### config.mk
export PLATFORM = sky130hd
export DESIGN_NAME = reg_bus_master
export DESIGN_NICKNAME = d
export VERILOG_FILES = /design/src/rtl/reg_bus_master.sv
export SDC_FILE = /design/constraint.sdc
export NUM_CORES = 1
export LEC_CHECK = 0
export ABC_CLOCK_PERIOD_IN_PS = 1700
export CAP_MARGIN = 20
export CORE_UTILIZATION = 43
export DETAILED_ROUTE_END_ITERATION = 10
export PLACE_DENSITY_LB_ADDON = 0.05
export REMOVE_ABC_BUFFERS = 1
export SLEW_MARGIN = 10
export SYNTH_ARGS = -nofsm -noshare
export SYNTH_HDL_FRONTEND = slang
export SYNTH_SLANG_ARGS = --single-unit
### constraint.sdc
create_clock -name mclk -period 1.7 [get_ports mclk]
set_clock_uncertainty 0.1 [all_clocks]
set_input_delay 0.425 -clock mclk [delete_from_list [all_inputs] [get_ports mclk]]
set_output_delay 0.425 -clock mclk [all_outputs]
set_load 0.02 [all_outputs]
### src/rtl/reg_bus_master.sv
// Single-outstanding register bus initiator: one host command in, one bus transaction, one response out.
// Optional ack timeout enabled by defining REG_MST_TIMEOUT_EN.
module reg_bus_master #(
  parameter int unsigned AW        = 8,
  parameter int unsigned DW        = 32,
  parameter int unsigned TO_CYCLES = 255
) (
  input  logic            mclk,
  input  logic            reset_n,
  input  logic            cmd_valid,
  output logic            cmd_ready,
  input  logic            cmd_wr,
  input  logic [AW-1:0]   cmd_addr,
  input  logic [DW-1:0]   cmd_wdata,
  input  logic [DW/8-1:0] cmd_be,
  output logic            rsp_valid,
  input  logic            rsp_ready,
  output logic [DW-1:0]   rsp_rdata,
  output logic            rsp_err,
  output logic            reg_cs,
  output logic            reg_wr,
  output logic [AW-1:0]   reg_addr,
  output logic [DW-1:0]   reg_wdata,
  output logic [DW/8-1:0] reg_be,
  input  logic [DW-1:0]   reg_rdata,
  input  logic            reg_ack
);

  typedef enum logic [1:0] {StIdle, StReq, StRsp} state_e;

  state_e state_q;
  logic   timeout;

  assign cmd_ready = (state_q == StIdle);

`ifdef REG_MST_TIMEOUT_EN
  localparam int unsigned CW = $clog2(TO_CYCLES + 1);

  logic [CW-1:0] to_cnt_q;

  // The edge that would make the count reach TO_CYCLES is the timeout edge.
  assign timeout = (state_q == StReq) && (to_cnt_q == CW'(TO_CYCLES - 1));

  always_ff @(posedge mclk or negedge reset_n) begin
    if (!reset_n) begin
      to_cnt_q <= '0;
    end else if (state_q == StIdle && cmd_valid) begin
      to_cnt_q <= '0;
    end else if (state_q == StReq) begin
      to_cnt_q <= to_cnt_q + CW'(1);
    end
  end
`else
  assign timeout = (TO_CYCLES == 0) && 1'b0;
`endif

  always_ff @(posedge mclk or negedge reset_n) begin
    if (!reset_n) begin
      state_q   <= StIdle;
      rsp_valid <= 1'b0;
      rsp_rdata <= '0;
      rsp_err   <= 1'b0;
      reg_cs    <= 1'b0;
      reg_wr    <= 1'b0;
      reg_addr  <= '0;
      reg_wdata <= '0;
      reg_be    <= '0;
    end else begin
      unique case (state_q)
        StIdle: begin
          if (cmd_valid) begin
            reg_cs    <= 1'b1;
            reg_wr    <= cmd_wr;
            reg_addr  <= cmd_addr;
            reg_wdata <= cmd_wdata;
            reg_be    <= cmd_be;
            state_q   <= StReq;
          end
        end
        StReq: begin
          // Ack wins over a coincident timeout; cs drops on this edge so only one ack is seen.
          if (reg_ack || timeout) begin
            reg_cs    <= 1'b0;
            reg_wr    <= 1'b0;
            reg_addr  <= '0;
            reg_wdata <= '0;
            reg_be    <= '0;
            rsp_rdata <= (reg_ack && !reg_wr) ? reg_rdata : '0;
            rsp_err   <= !reg_ack;
            rsp_valid <= 1'b1;
            state_q   <= StRsp;
          end
        end
        StRsp: begin
          if (rsp_ready) begin
            rsp_valid <= 1'b0;
            state_q   <= StIdle;
          end
        end
        default: state_q <= StIdle;
      endcase
    end
  end

endmodule

; ---- Word level (Yosys, flattened, before mapping)
; Index checks and enable logic that the tools add are counted.
[totals]
out_inout_bits = 81
ff_bits = 82
[classes]
eq_ne = 5
muxes = 22
reduce_logical = 10
[ops]
columns = cell, count
row1 = $mux W32, 3
row2 = $pmux W32 S2, 1
row3 = $mux W8, 2
row4 = $pmux W8 S2, 1
row5 = $reduce_and A3 Y1, 3
row6 = $mux W4, 2
row7 = $pmux W4 S2, 1
row8 = $mux W2, 3
row9 = $ne A2 B2 Y1 const B, 3
row10 = $pmux W1 S2, 3
row11 = $pmux W2 S3, 1
row12 = $mux W1, 5
row13 = $reduce_bool A2 Y1, 2
row14 = $eq A2 B1 Y1 const B, 1
row15 = $eq A2 B2 Y1 const B, 1
row16 = $logic_not A1 Y1, 2
row17 = $logic_not A2 Y1, 1
row18 = $reduce_and A2 Y1, 1
row19 = $logic_and A1 B1 Y1, 1

; ---- Logic depth before layout (Yosys ltp)
[logic_depth]
word_depth = 3
ltp_mapped = 6

; ---- Worst setup path after synthesis
; No wires, ideal clock.
[synth_timing]
path_kind = reg2out
start = register state_q[0]
end = output cmd_ready
required_time_ns = 1.175
path_stages_with_launch = 4
arrival_ns = 0.985
path_slack_ns = 0.190
cell_sequence = dfrtp_1 buf_2 buf_1 nor2_1
[synth_via]
elab_chain_len = 1
[synth_rtl]
columns = item, line
row1 = start: declaration, 31  ; state_e state_q;
row2 = start signal: assignment, 59  ; state_q <= StIdle;
row3 = start signal: assignment, 77  ; state_q <= StReq;
row4 = start signal: assignment, 91  ; state_q <= StRsp;
row5 = $logic_not A2 Y1, 34  ; assign cmd_ready = (state_q == StIdle);
row6 = end: declaration, 11  ; output logic cmd_ready,
; Every way passes these cells.

; ---- Worst setup path after layout
[layout_timing]
start = register reg_wr
end = output reg_wr
[layout_lines]
columns = item, line
row1 = start: declaration, 21  ; output logic reg_wr,
row2 = start signal: assignment, 73  ; reg_wr <= cmd_wr;
; No word-level cell between the ends.

==> flow_summary.ini <==
[status]
status = finished clean

[timing]
slew_headroom = 0.725
hold_viol = 0
drv_slew = 0
tns_ns = 0
finalCritPeriodShare = 0.957
max_freq_mhz = 615
setup-violations-final = 0
grt_setup_unrepaired = false
fin_crit_ns = 1.63
tightest_slew_ns = 0.413
layout_setup_ws_ns = 0.0730

[global_routing]
grt_overflow = 0
grt_pass1_wl_mm = 15.1
grt_max_degree = 44
grt_usage = 0.218
first_global_vias = 3037
antenna_found_initial = 0

[power_and_ir_drop]
p_leak_nw = 2.70
vdd_drop_max_uv = 825
power_density_nw_per_um2 = 1660

[worst_setup_path]
crit_chain = dlygate4sd2_1
cp_data_required_time_ns = 1.17
max_stage_delay_ns = 0.41
timing.critical_path.max_delay_family = flip-flops
worstSetupPathType = reg2out
crit_arrival_ns = 1.10
startpoint_type = flop
cp-end-kind = output pin
crit_buf_inv = 1
crit_path_top_delay_cell = dfrtp_1
critPathMaxFanout = 2

[drt]
first_iter_violations = 130
routed_wirelength_mm = 9.45
drcViolationCount = 0
routedWlPerCell_um = 14.9
ant_nets = 0
dr.pass1.iters = 4
num_vias = 3156
vias_per_cell = 4.97

[finish]
drive_gt1_frac = 0.0736
layout_common_cells = dfrtp_1, clkdlybuf4s50_1, dlygate4sd2_1, a21oi_1, o2bb2ai_1
final_common_cell = dfrtp_1
nets = 607
diodes = 0
syn_to_final_growth_pct = 49.0

[floorplan]
fp.dieArea_um2 = 9230
fp.dieH_um = 96.1
num_io_pins = 163
initial_core_util = 0.454
num_rows = 33
die_w_um = 96.1
core_area_um2 = 8380

[cts]
clk_latency_ns = 0.35
clk_pin_slew_worst_paths_ns = 0.09
cts-buffers-inserted = 9
clock_sinks = 82
cts_setup_buffers = 0
clk_path_buf_depth = 2
cts_tree = yes
ctsHtreeMaxLevel = 3
root_buffer = clkbuf_8

[worst_hold_path]
hp-class = reg2reg

[place]
place.gp.congestion = 0.780
dp_slack_ns = -0.191
hpwl_mm = 6.64
port-buffer-count = 162

[yosys]
syn_inst = 363
yosysTopAreaCellShare = 0.539
yosys-top-cells-area = dfrtp_1, o2bb2ai_1, a21oi_1
synth_cell_types = 18
syn_area_um2 = 3810
synth.largest_area_cell = dfrtp_1
yosys_warnings = 0
postSynthAreaPerCell_um2 = 10.5
synth_seq_cells = 82
yosysSeqAreaShare = 0.539

[run]
maxCapViolCount = 0
## what timing repair did
action	in CTS	in global routing
gates resized for setup	83	2
hold endpoints to repair	27	0
setup endpoints to repair	81	2
hold buffers	1	0
## through the flow
step | cell area [µm²] | power, mW | hold WS (ns) | util | cells
2_1_floorplan | 3570 | 5.86 | 0.0294 | - | 332
4_1_cts | 5680 | 9.55 | 0.384 | 0.677 | 635
3_5_place_dp | 5540 | 8.52 | 0.284 | 0.661 | 618
3_3_place_gp | 5540 | 8.41 | 0.281 | 0.661 | 618
6_report | 5670 | 9.44 | 0.380 | 0.677 | 635
5_1_grt | 5670 | 10.1 | 0.415 | 0.677 | 635
## synth_stat cells
| cell type | n |
|---|---|
| nor2b_1 | 24 |
| o2bb2ai_1 | 45 |
| buf_1 | 1 |
| and2b_1 | 22 |
| clkbuf_1 | 7 |
| nor2_1 | 3 |
| nand2b_1 | 35 |
| dfrtp_1 | 82 |
| o21ai_0 | 13 |
| a21oi_1 | 47 |
| nand2_1 | 34 |
| buf_6 | 15 |
| buf_2 | 7 |
| clkbuf_2 | 1 |
| o21ai_1 | 23 |
| inv_1 | 2 |
| nand3b_4 | 1 |
| and2_1 | 1 |
## where the power goes
group          internal (mW)  total (mW)  switching [mW]
clock network          0.870        1.59           0.715
logic                   1.96        4.59            2.63
registers               2.76        3.26           0.498
total                   5.59        9.44            3.84
## sequential cells by signal, summed over array words and instances (netlist names)
register / count
reg_addr: 8
reg_be: 4
reg_cs: 1
reg_wdata: 32
reg_wr: 1
rsp_err: 1
rsp_rdata: 32
rsp_valid: 1
state_q: 2
## routing by layer
layer	routed length (µm)	part of all wire	global-route usage	vias to the layer above
li1	-	-	-	1567
met4	167	0.018	0.0883	0
met2	4200	0.44	0.322	122
met1	4170	0.44	0.295	1454
met3	921	0.097	0.0711	13
met5	0	0	0	-
## final cells by class
cell class              instances  area, µm²
fillers                       718       2710
flip-flops and latches         82       2050
repair buffers                182       1750
multi-input cells             248       1510
clock buffers                  10        138
well taps                     105        131
clock inverters                 6       87.6
inverters                       2       7.51
## path summary, 6_finish.rpt
kind                                                start                         to  slack (ns)  cells after the start
worst max-delay path                   reg_wr$_DFFE_PN0P_                     reg_wr        0.07                      1
worst min-delay path            rsp_rdata[22]$_DFFE_PN0P_  rsp_rdata[22]$_DFFE_PN0P_        0.38                      2
worst max register to register     state_q[0]$_DFFE_PN0P_  reg_wdata[17]$_DFFE_PN0P_        0.22                      5
worst min register to register  rsp_rdata[22]$_DFFE_PN0P_  rsp_rdata[22]$_DFFE_PN0P_        0.38                      2
max in group asynchronous                         reset_n  reg_wdata[17]$_DFFE_PN0P_        0.48                      3
min in group asynchronous                         reset_n   reg_wdata[9]$_DFFE_PN0P_        0.44                      2
## cell families after synthesis
family	share of synthesized area
flip-flops	0.539
AO/OA/AOI/OAI	0.213
buffers and inverters	0.0647
AND/OR/NAND/NOR	0.184
(Power assumes the default switching activity.)
